$ cat src/rtl/sparse_tok_pkg.sv
`default_nettype none
// ============================================================================
// Module      : sparse_tok_pkg
// Description : Shared sparse-token constants, token classifiers and the
//               stream-arbiter state type.
// Revision    : 1.0 - initial release
// ============================================================================
package sparse_tok_pkg;

    localparam int TOKEN_W = 17;

    localparam logic [TOKEN_W-1:0] DONE_TOKEN      = 17'h10100;
    localparam logic [TOKEN_W-1:0] STOP_TOKEN_BASE = 17'h10000;

    typedef enum logic [1:0] {
        IDLE  = 2'd0,
        LOCK0 = 2'd1,
        LOCK1 = 2'd2
    } arb_state_t;

    function automatic logic is_done(input logic [TOKEN_W-1:0] tok);
        return tok == DONE_TOKEN;
    endfunction

    // Stop tokens carry the control flag with a zero opcode byte; the low byte is the level.
    function automatic logic is_stop(input logic [TOKEN_W-1:0] tok);
        return tok[TOKEN_W-1] && (tok[15:8] == 8'h00);
    endfunction

endpackage
`default_nettype wire

$ cat src/rtl/repsig_stream_arbiter_if.sv
`default_nettype none
// ============================================================================
// Module      : repsig_stream_arbiter_if
// Description : Ready/valid sparse token stream bundle.
// Revision    : 1.0 - initial release
// ============================================================================
interface repsig_stream_arbiter_if
    import sparse_tok_pkg::*;
#(
    parameter int DATA_WIDTH = TOKEN_W
);
    logic [DATA_WIDTH-1:0] data;
    logic                  valid;
    logic                  ready;

    modport master (output data, output valid, input  ready);
    modport slave  (input  data, input  valid, output ready);
endinterface
`default_nettype wire

$ cat src/rtl/arb_order_fifo.sv
`default_nettype none
// ============================================================================
// Module      : arb_order_fifo
// Description : 1-bit-wide synchronous FIFO recording stream grant order.
// Revision    : 1.0 - initial release
// ============================================================================
module arb_order_fifo #(
    parameter int DEPTH = 4
) (
    input  logic clk,
    input  logic rst,
    input  logic i_push,
    input  logic i_data,
    input  logic i_pop,
    output logic o_head,
    output logic o_empty,
    output logic o_full
);

    localparam int              c_AW   = (DEPTH > 1) ? $clog2(DEPTH) : 1;
    localparam logic [c_AW:0]   c_FULL = (c_AW+1)'(DEPTH);
    localparam logic [c_AW:0]   c_ONE  = (c_AW+1)'(1);
    localparam logic [c_AW-1:0] c_INC  = c_AW'(1);

    logic [DEPTH-1:0] r_mem;
    logic [c_AW-1:0]  r_wr_ptr;
    logic [c_AW-1:0]  r_rd_ptr;
    logic [c_AW:0]    r_count;
    logic             w_push_ok;
    logic             w_pop_ok;

    assign o_empty   = (r_count == '0);
    assign o_full    = (r_count == c_FULL);
    assign o_head    = r_mem[r_rd_ptr];
    assign w_push_ok = i_push && !o_full;
    assign w_pop_ok  = i_pop && !o_empty;

    always_ff @(posedge clk) begin
        if (rst) begin
            r_mem    <= '0;
            r_wr_ptr <= '0;
            r_rd_ptr <= '0;
            r_count  <= '0;
        end else begin
            if (w_push_ok) begin
                r_mem[r_wr_ptr] <= i_data;
                r_wr_ptr        <= r_wr_ptr + c_INC;
            end
            if (w_pop_ok) begin
                r_rd_ptr <= r_rd_ptr + c_INC;
            end
            case ({w_push_ok, w_pop_ok})
                2'b10:   r_count <= r_count + c_ONE;
                2'b01:   r_count <= r_count - c_ONE;
                default: r_count <= r_count;
            endcase
        end
    end

    // The arbiter only grants while not full, so this must never fire.
    a_no_push_when_full: assert property (@(posedge clk) disable iff (rst) !(i_push && o_full));

endmodule
`default_nettype wire

$ cat src/rtl/repsig_stream_arbiter.sv
`default_nettype none
// ============================================================================
// Module      : repsig_stream_arbiter
// Description : Shares one repeat-signal generator between two requesters,
//               granting and steering at whole-stream (done token) granularity.
// Revision    : 1.0 - initial release
// ============================================================================
module repsig_stream_arbiter #(
    parameter int                    DATA_WIDTH  = sparse_tok_pkg::TOKEN_W,
    parameter logic [DATA_WIDTH-1:0] DONE_TOKEN  = sparse_tok_pkg::DONE_TOKEN,
    parameter int                    ORDER_DEPTH = 4
) (
    input  logic                    clk,
    input  logic                    rst,
    input  logic                    clk_en,
    input  logic                    flush,
    input  logic                    tile_en,
    repsig_stream_arbiter_if.slave  req0,
    repsig_stream_arbiter_if.slave  req1,
    repsig_stream_arbiter_if.master shd_in,
    repsig_stream_arbiter_if.slave  shd_out,
    repsig_stream_arbiter_if.master resp0,
    repsig_stream_arbiter_if.master resp1,
    output logic                    busy
);

    localparam logic [1:0] c_IDLE  = 2'(sparse_tok_pkg::IDLE);
    localparam logic [1:0] c_LOCK0 = 2'(sparse_tok_pkg::LOCK0);
    localparam logic [1:0] c_LOCK1 = 2'(sparse_tok_pkg::LOCK1);

    logic [1:0] r_state;
    logic       r_rr;

    logic w_clr;
    logic w_active;
    logic w_fifo_full;
    logic w_fifo_empty;
    logic w_fifo_head;
    logic w_grant_any;
    logic w_grant_sel;
    logic w_push;
    logic w_pop;
    logic w_in_done;

    // A disabled tile is held in its reset state rather than merely frozen.
    assign w_clr    = rst || flush || !tile_en;
    assign w_active = clk_en && tile_en;

    assign w_grant_any = (r_state == c_IDLE) && !w_fifo_full && (req0.valid || req1.valid);
    assign w_grant_sel = r_rr ? req1.valid : !req0.valid;
    assign w_push      = w_active && w_grant_any;

    always_comb begin
        shd_in.data  = '0;
        shd_in.valid = 1'b0;
        req0.ready   = 1'b0;
        req1.ready   = 1'b0;
        if (w_active) begin
            case (r_state)
                c_LOCK0: begin
                    shd_in.data  = req0.data;
                    shd_in.valid = req0.valid;
                    req0.ready   = shd_in.ready;
                end
                c_LOCK1: begin
                    shd_in.data  = req1.data;
                    shd_in.valid = req1.valid;
                    req1.ready   = shd_in.ready;
                end
                default: ;
            endcase
        end
    end

    assign w_in_done = shd_in.valid && shd_in.ready && (shd_in.data == DONE_TOKEN);

    // Responses follow the order FIFO head; with nothing queued the generator simply stalls.
    always_comb begin
        shd_out.ready = 1'b0;
        resp0.data    = '0;
        resp0.valid   = 1'b0;
        resp1.data    = '0;
        resp1.valid   = 1'b0;
        if (w_active && !w_fifo_empty) begin
            if (w_fifo_head) begin
                resp1.data    = shd_out.data;
                resp1.valid   = shd_out.valid;
                shd_out.ready = resp1.ready;
            end else begin
                resp0.data    = shd_out.data;
                resp0.valid   = shd_out.valid;
                shd_out.ready = resp0.ready;
            end
        end
    end

    assign w_pop = shd_out.valid && shd_out.ready && (shd_out.data == DONE_TOKEN);

    always_ff @(posedge clk) begin
        if (w_clr) begin
            r_state <= c_IDLE;
            r_rr    <= 1'b0;
        end else if (clk_en) begin
            case (r_state)
                c_IDLE: begin
                    if (w_grant_any) begin
                        r_state <= w_grant_sel ? c_LOCK1 : c_LOCK0;
                    end
                end
                c_LOCK0: begin
                    if (w_in_done) begin
                        r_state <= c_IDLE;
                        r_rr    <= 1'b1;
                    end
                end
                c_LOCK1: begin
                    if (w_in_done) begin
                        r_state <= c_IDLE;
                        r_rr    <= 1'b0;
                    end
                end
                default: r_state <= c_IDLE;
            endcase
        end
    end

    arb_order_fifo #(
        .DEPTH (ORDER_DEPTH)
    ) u_order_fifo (
        .clk     (clk),
        .rst     (w_clr),
        .i_push  (w_push),
        .i_data  (w_grant_sel),
        .i_pop   (w_pop),
        .o_head  (w_fifo_head),
        .o_empty (w_fifo_empty),
        .o_full  (w_fifo_full)
    );

    assign busy = (r_state != c_IDLE) || !w_fifo_empty;

endmodule
`default_nettype wire

$ cat src/flat_wrapper.sv
// flat-port wrapper written by rule: the top's interface ports become plain ports
module repsig_stream_arbiter_flat 
#(
    parameter int                    DATA_WIDTH  = sparse_tok_pkg::TOKEN_W,
    parameter logic [DATA_WIDTH-1:0] DONE_TOKEN  = sparse_tok_pkg::DONE_TOKEN,
    parameter int                    ORDER_DEPTH = 4
)
  (clk, rst, clk_en, flush, tile_en, busy, req0_data, req0_valid, req0_ready, req1_data, req1_valid, req1_ready, shd_in_data, shd_in_valid, shd_in_ready, shd_out_data, shd_out_valid, shd_out_ready, resp0_data, resp0_valid, resp0_ready, resp1_data, resp1_valid, resp1_ready);
  repsig_stream_arbiter_if #(.DATA_WIDTH(DATA_WIDTH)) req0_i ();
  repsig_stream_arbiter_if #(.DATA_WIDTH(DATA_WIDTH)) req1_i ();
  repsig_stream_arbiter_if #(.DATA_WIDTH(DATA_WIDTH)) shd_in_i ();
  repsig_stream_arbiter_if #(.DATA_WIDTH(DATA_WIDTH)) shd_out_i ();
  repsig_stream_arbiter_if #(.DATA_WIDTH(DATA_WIDTH)) resp0_i ();
  repsig_stream_arbiter_if #(.DATA_WIDTH(DATA_WIDTH)) resp1_i ();
  input  logic clk;
  input  logic rst;
  input  logic clk_en;
  input  logic flush;
  input  logic tile_en;
  output logic busy;
  input wire logic [$bits(req0_i.data)-1:0] req0_data;
  input wire logic [$bits(req0_i.valid)-1:0] req0_valid;
  output wire logic [$bits(req0_i.ready)-1:0] req0_ready;
  input wire logic [$bits(req1_i.data)-1:0] req1_data;
  input wire logic [$bits(req1_i.valid)-1:0] req1_valid;
  output wire logic [$bits(req1_i.ready)-1:0] req1_ready;
  output wire logic [$bits(shd_in_i.data)-1:0] shd_in_data;
  output wire logic [$bits(shd_in_i.valid)-1:0] shd_in_valid;
  input wire logic [$bits(shd_in_i.ready)-1:0] shd_in_ready;
  input wire logic [$bits(shd_out_i.data)-1:0] shd_out_data;
  input wire logic [$bits(shd_out_i.valid)-1:0] shd_out_valid;
  output wire logic [$bits(shd_out_i.ready)-1:0] shd_out_ready;
  output wire logic [$bits(resp0_i.data)-1:0] resp0_data;
  output wire logic [$bits(resp0_i.valid)-1:0] resp0_valid;
  input wire logic [$bits(resp0_i.ready)-1:0] resp0_ready;
  output wire logic [$bits(resp1_i.data)-1:0] resp1_data;
  output wire logic [$bits(resp1_i.valid)-1:0] resp1_valid;
  input wire logic [$bits(resp1_i.ready)-1:0] resp1_ready;
  assign req0_i.data = req0_data;
  assign req0_i.valid = req0_valid;
  assign req0_ready = req0_i.ready;
  assign req1_i.data = req1_data;
  assign req1_i.valid = req1_valid;
  assign req1_ready = req1_i.ready;
  assign shd_in_data = shd_in_i.data;
  assign shd_in_valid = shd_in_i.valid;
  assign shd_in_i.ready = shd_in_ready;
  assign shd_out_i.data = shd_out_data;
  assign shd_out_i.valid = shd_out_valid;
  assign shd_out_ready = shd_out_i.ready;
  assign resp0_data = resp0_i.data;
  assign resp0_valid = resp0_i.valid;
  assign resp0_i.ready = resp0_ready;
  assign resp1_data = resp1_i.data;
  assign resp1_valid = resp1_i.valid;
  assign resp1_i.ready = resp1_ready;
  repsig_stream_arbiter #(.DATA_WIDTH(DATA_WIDTH), .DONE_TOKEN(DONE_TOKEN), .ORDER_DEPTH(ORDER_DEPTH)) u_core (.clk(clk), .rst(rst), .clk_en(clk_en), .flush(flush), .tile_en(tile_en), .req0(req0_i), .req1(req1_i), .shd_in(shd_in_i), .shd_out(shd_out_i), .resp0(resp0_i), .resp1(resp1_i), .busy(busy));
endmodule
$ cat config.mk
export PLATFORM = sky130hd
export DESIGN_NAME = repsig_stream_arbiter_flat
export DESIGN_NICKNAME = d
export VERILOG_FILES = /design/src/rtl/sparse_tok_pkg.sv /design/src/rtl/repsig_stream_arbiter_if.sv /design/src/rtl/arb_order_fifo.sv /design/src/rtl/repsig_stream_arbiter.sv /design/src/flat_wrapper.sv
export SDC_FILE = /design/constraint.sdc
export NUM_CORES = 1
export LEC_CHECK = 0
export ABC_AREA = 1
export CAP_MARGIN = 10
export CELL_PAD_IN_SITES_DETAIL_PLACEMENT = 1
export CELL_PAD_IN_SITES_GLOBAL_PLACEMENT = 2
export CORE_ASPECT_RATIO = 0.75
export CORE_MARGIN = 2
export CORE_UTILIZATION = 14
export CTS_CLUSTER_SIZE = 12
export DETAILED_ROUTE_END_ITERATION = 7
export PLACE_DENSITY = 0.76
export SKIP_CTS_REPAIR_TIMING = 1
export SLEW_MARGIN = 0
export SYNTH_ARGS = -nofsm -noshare
export SYNTH_HDL_FRONTEND = slang
export SYNTH_HIERARCHICAL = 1
export SYNTH_SLANG_ARGS = --single-unit
$ cat constraint.sdc
create_clock -name clk -period 2.4 [get_ports clk]
set_input_delay 0.48 -clock clk [delete_from_list [all_inputs] [get_ports clk]]
set_output_delay 0.48 -clock clk [all_outputs]
set_load 0.02 [all_outputs]
=== Yosys cells after proc, flatten, opt, wreduce, memory -nomap -nowiden ===
Cells that the tools add are included.
W data, S select, Z words.

* Register bits after elaboration: 14
* Bits in latches: 0
* Bits in writable memories: 0
* Memory bits (read-only): 0
* Memories: 0

* $add $sub $neg: 4
* Multipliers: 0
* Divide/modulo/power cells: 0
* $lt $le $gt $ge: 3
* Eq/ne operators: 11
* Shift-type cells: 0
* Multiplexer cells: 32
* Bitwise operators: 0
* Reductions and logical operators: 28

{| class="wikitable"
|+ Operators with widths
! kind !! count
|-
| $mux W17 || 5
|-
| $eq A17 B17 Y1 const B || 2
|-
| $pmux W17 S2 || 1
|-
| $mux W1 || 16
|-
| $logic_and A1 B1 Y1 || 12
|-
| $ne A2 B1 Y1 const B || 4
|-
| $lt A2 B3 Y1 const B || 2
|-
| $mux W2 || 3
|-
| $pmux W3 S2 || 1
|-
| $reduce_bool A2 Y1 || 3
|-
| $add A2 B1 Y2 const B || 2
|-
| $bwmux W4 || 1
|-
| $eq A2 B1 Y1 const B || 2
|-
| $eq A2 B2 Y1 const B || 2
|-
| $logic_not A1 Y1 || 4
|-
| $logic_or A1 B1 Y1 || 4
|-
| $pmux W1 S2 || 2
|-
| $pmux W2 S2 || 1
|-
| $reduce_and A4 Y1 || 1
|-
| $add A3 B1 Y3 const B || 1
|-
| $eq A3 B3 Y1 const B || 1
|-
| $logic_not A3 Y1 || 1
|-
| $reduce_and A3 Y1 || 1
|-
| $sub A3 B1 Y3 const B || 1
|-
| other kinds (5) || 5
|}

=== Depth between registers and ports, before layout ===
* Word-level depth: 9
* Depth in mapped cells: 19

=== Cells and area by module ===
The synthesis kept the hierarchy.

{| class="wikitable"
|+ By module, submodules not included
! module !! times used !! cells each !! area each (sq um)
|-
| repsig_stream_arbiter || 1 || 233 || 1,117.3
|-
| arb_order_fifo || 1 || 98 || 680.7
|}

=== Least setup slack after synthesis ===
Ideal clock, no wire load.

* Path type: input-to-reg
* Start: input port clk_en
* End: register u_core.u_order_fifo.r_count[2]
* Library setup time: 113 ps
* Arrival: 2,190 ps
* Setup slack: 97 ps
* Cell stages on the path: 17
* Path buffers: 0
* Cell sequence: nand2_2 -> nor2_1 -> nand2_1 -> inv_2 -> a22oi_1 -> nor2_1 -> nand2_1 -> inv_1 -> ha_1 -> inv_1 -> fa_1 -> inv_1 -> nand2_1 -> nand3_1 -> nand2_1 -> nand2_1 -> nor2_1

* Longest elaborated chain between the ends: 8
* Elaborated cells on any way between the ends: 12

{| class="wikitable"
|+ Ends and longest elaborated chain
! element !! line !! text
|-
| start, declared || flat_wrapper.sv:17 || <nowiki>input logic clk_en;</nowiki>
|-
| $logic_and A1 B1 Y1 (*) || repsig_stream_arbiter.sv:47 || <nowiki>assign w_active = clk_en && tile_en;</nowiki>
|-
| $logic_and A1 B1 Y1 (*) || repsig_stream_arbiter.sv:84 || <nowiki>if (w_active && !w_fifo_empty) begin</nowiki>
|-
| $mux W1 (*) || repsig_stream_arbiter.sv:84 ||
|-
| $logic_and A1 B1 Y1 (*) (2 in a row) || repsig_stream_arbiter.sv:97 || <nowiki>assign w_pop = shd_out.valid && shd_out.ready && (shd_out.data == DONE_TOKEN);</nowiki>
|-
| net u_core.w_pop || repsig_stream_arbiter.sv:42 || <nowiki>logic w_pop;</nowiki>
|-
| $logic_and A1 B1 Y1 (*) || arb_order_fifo.sv:36 || <nowiki>assign w_pop_ok = i_pop && !o_empty;</nowiki>
|-
| net u_core.u_order_fifo.w_pop_ok || arb_order_fifo.sv:30 || <nowiki>logic w_pop_ok;</nowiki>
|-
| $eq A2 B1 Y1 / $eq A2 B2 Y1 (equally long branches) || arb_order_fifo.sv:52 || <nowiki>case ({w_push_ok, w_pop_ok})</nowiki>
|-
| $pmux W3 S2 / $reduce_bool A2 Y1 (equally long branches) || - ||
|-
| end signal, assigned || arb_order_fifo.sv:53 || <nowiki>2'b10: r_count <= r_count + c_ONE;</nowiki>
|-
| end signal, assigned || arb_order_fifo.sv:54 || <nowiki>2'b01: r_count <= r_count - c_ONE;</nowiki>
|-
| end signal, assigned || arb_order_fifo.sv:55 || <nowiki>default: r_count <= r_count;</nowiki>
|-
| end, declared || arb_order_fifo.sv:28 || <nowiki>logic [c_AW:0] r_count;</nowiki>
|}

The timed path passes the listed nets; every way through them passes the cells marked *.
A chain may end at the register's enable or synchronous reset.

=== Final worst setup path ===
* Start: input port shd_out_data[14]
* End: register u_core.u_order_fifo.r_count[2]

* Longest elaborated chain between the ends: 5
* Elaborated cells on any way between the ends: 7

{| class="wikitable"
|+ Ends and longest elaborated chain
! element !! line !! text
|-
| start, declared || flat_wrapper.sv:30 || <nowiki>input wire logic [$bits(shd_out_i.data)-1:0] shd_out_data;</nowiki>
|-
| $eq A17 B17 Y1 (*) || repsig_stream_arbiter.sv:97 ||
|-
| $logic_and A1 B1 Y1 (*) || repsig_stream_arbiter.sv:97 ||
|-
| net u_core.w_pop || repsig_stream_arbiter.sv:42 ||
|-
| $logic_and A1 B1 Y1 (*) || arb_order_fifo.sv:36 ||
|-
| net u_core.u_order_fifo.w_pop_ok || arb_order_fifo.sv:30 ||
|-
| $eq A2 B1 Y1 / $eq A2 B2 Y1 (equally long branches) || arb_order_fifo.sv:52 ||
|-
| $pmux W3 S2 / $reduce_bool A2 Y1 (equally long branches) || - ||
|}

Marks and branches as above.

==> summary.txt <==
CTS
  • CTS root buf: clkbuf_16
  • Clock Path Buffers: 2
  • CTS tree: yes
  • Clock sink count: 14
  • CTS HTree Levels: 1
  • Clock latency at the later pin of the worst-skew pair: about 240 ps
  • Reg clk slew, reported paths: 50 ps
  • Total CTS buffers: 3

STA
  • Rel. slew slack: 0.787
  • FMAX: 436 MHz
  • Max Slew Vio Count: 0
  • Worst slew pin tran: between 300 and 400 ps
  • Worst Skew: 1.67 ps
  • Worst Setup Slack, final: approximately 110 ps
  • Crit path time final: about 2300 ps
  • Final period util: 0.955
  • Hold Vio Cnt, Final: 0
  • Final setup viols: 0

Yosys
  • Post-synth top cells: 90 x nand2_1, 71 x inv_1, 52 x nor2_1
  • YS warnings: 6
  • Syn Inst Count: roughly 330
  • Post-synth EDFFs: 0
  • Syn nets: about 400
  • Top cell type's share of synthesized area: 0.188
  • Ranking of synthesized cells by area: nand2_1 19%, dfxtp_1 16%, inv_1 15%
  • Avg Inst Size Synth: about 5.4 um^2
  • Post-synth top area cell: nand2_1
  • Synth cell types: 29
  • Share of synthesized registers carrying an async set or reset: 0
  • Number of synthesized register bits: 14
  • Register area share after synthesis: 0.156
  • Most instantiated library cell after synthesis: nand2_1
  • Synth Cell Area: approximately 1800 um^2
  • Ys flop type: dfxtp_1

Die
  • Die area: approximately 14000 um^2
  • Starting density of the core: 0.145
  • Die span in y: slightly above 100 um
  • CORE AREA: approximately 12000 um^2
  • # IOs: 120
  • Die width: roughly 130 um
  • Core Rows: 35

Worst setup path
  • WP data required: between 2000 and 3000 ps
  • Crit path DAT: between 2000 and 2500 ps
  • CP Launch Type: input port
  • Setup crit end kind: register
  • Worst Path Max Fanout: 3
  • Crit Path Category: in -> reg

Worst hold path
  • Hold Crit Class: reg -> reg

GRT
  • Largest net degree at the start of global routing: 25
  • Initial antenna violation count: 0
  • All-Layer GR Usage: 0.107
  • GRT met3 Usage: 0.0179
  • GR Util met2: 0.179
  • Grt total ovfl: 0
  • Most Crowded Layer GR: met2
  • First-pass GRT wire length: about 12 mm
  • Vias in the first global route: between 2000 and 2500
  • Met1 usage: 0.147

Route
  • DRC errors left: 0
  • Avg WL per Cell: between 10 and 15 um
  • Via count: 2494
  • DRT Wirelength: about 8.2 mm
  • Vias per inst: between 3 and 4
  • Drt first pass iters: 4
  • Post-route ant nets: 0
  • DR iter-0 viols: 85

Power and ir drop
  • Worst VDD drop: 0.217 mV
  • Leakage: about 2.7 nW
  • Pwr dens: approximately 220 nW/um^2

Final layout
  • Storage element area: between 200 and 300 um^2
  • NumNets Final: approximately 550
  • Multi-input gate area: about 1200 um^2
  • Share of layout cells above drive strength 1: 0.247
  • Final Util: 0.298
  • Ant diodes: 0
  • Fill cells: 1524
  • Synth-to-Final Area Change: 105%

Place
  • Routability cong.: around 0.77
  • Worst slack, placed: -629 ps
  • PortBufs: 119
  • HPWL after DPL: a little under 7 mm

Run status
  • Status: complete, no violations

Job
  • Max cap viols: 0
==> state kept, by name, summed over array words and instances (netlist names) <==
signal,cells
u_core/r_rr,1
u_core/u_order_fifo/r_count,3
u_core/r_state,2
u_core/u_order_fifo/r_rd_ptr,2
u_core/u_order_fifo/r_mem,4
u_core/u_order_fifo/r_wr_ptr,2
==> layout make-up <==
type,instances,area share
Clock buffer,4,0.0241
Inverter,78,0.0801
Multi-Input combinational cell,229,0.333
Sequential cell,14,0.0767
Tap cell,166,0.0563
Timing Repair Buffer,152,0.430
==> worst max-delay path, stage by stage <==
cell,delay (ps)
clkdlybuf4s50_1,440
nor3_1,170
nand4_1,130
nor2_2,170
nand2_2,80
inv_2,90
ha_4,140
inv_2,40
fa_2,370
inv_2,60
nand2_2,40
nand3_2,60
nand2_1,50
nand2_1,50
nor2_1,40
==> routing by layer <==
metal / part of all wire / routed length, um
met1: 0.46 / 3810
met2: 0.50 / 4120
met3: 0.022 / 182
met4: 0.013 / 105
met5: 0 / 0
==> cells by family (layout without fill, tap and decap cells) <==
family	after synthesis	in the layout	synth area share
buffers and inverters	88	234	0.207
flip-flops	14	14	0.156
adder cells (fa/ha/maj)	9	9	0.0668
AO/OA/AOI/OAI	24	24	0.0766
AND/OR/NAND/NOR	196	196	0.493
==> placed cells by master, fill, tap and decap left out, types with 6 or more instances in the layout <==
master,instances
a21oi_1,8
buf_4,29
clkbuf_2,12
clkdlybuf4s50_1,45
dfxtp_1,12
dlymetal6s2s_1,62
ha_1,7
inv_1,60
inv_2,17
nand2_1,87
nand2_2,22
nand3_1,9
nand4_1,6
nor2_1,49
nor2_2,8
o21ai_1,6
==> stage by stage <==
step / setup TNS (ps) / hold slack [ps] / power (mW) / cell area, um^2 / std cells
detailed placement: -22570 / 499 / 0.476 / 3360 / 634
global route: -10.5 / 518 / 0.870 / 3690 / 643
global placement: -20100 / 483 / 0.473 / 3360 / 634
finish: 0 / 483 / 0.829 / 3690 / 643
CTS: -21980 / 507 / 0.829 / 3450 / 638
floorplan: 0 / 453 / 0.321 / 1800 / 331
==> report_power, final <==
group	internal [mW]	total, mW	switching (mW)	leakage, nW
logic	0.140	0.245	0.105	2.51
registers	0.235	0.237	0.00171	0.114
clock network	0.252	0.347	0.0951	0.0442
==> final timing paths <==
check | startpoint | end | slack (ps) | depth (start not counted)
setup / recovery | shd_out_data[14] | u_core/u_order_fifo/r_count[2]$_SDFFE_PP0P_ | 110 | 15
setup reg to reg | u_core/u_order_fifo/r_mem[2]$_SDFFE_PP0P_ | u_core/u_order_fifo/r_count[2]$_SDFFE_PP0P_ | 160 | 17
hold / removal | u_core/u_order_fifo/r_rd_ptr[1]$_SDFFE_PP0P_ | u_core/u_order_fifo/r_rd_ptr[1]$_SDFFE_PP0P_ | 480 | 2
hold reg to reg | u_core/u_order_fifo/r_rd_ptr[1]$_SDFFE_PP0P_ | u_core/u_order_fifo/r_rd_ptr[1]$_SDFFE_PP0P_ | 480 | 2
(Power assumes the default switching activity.)
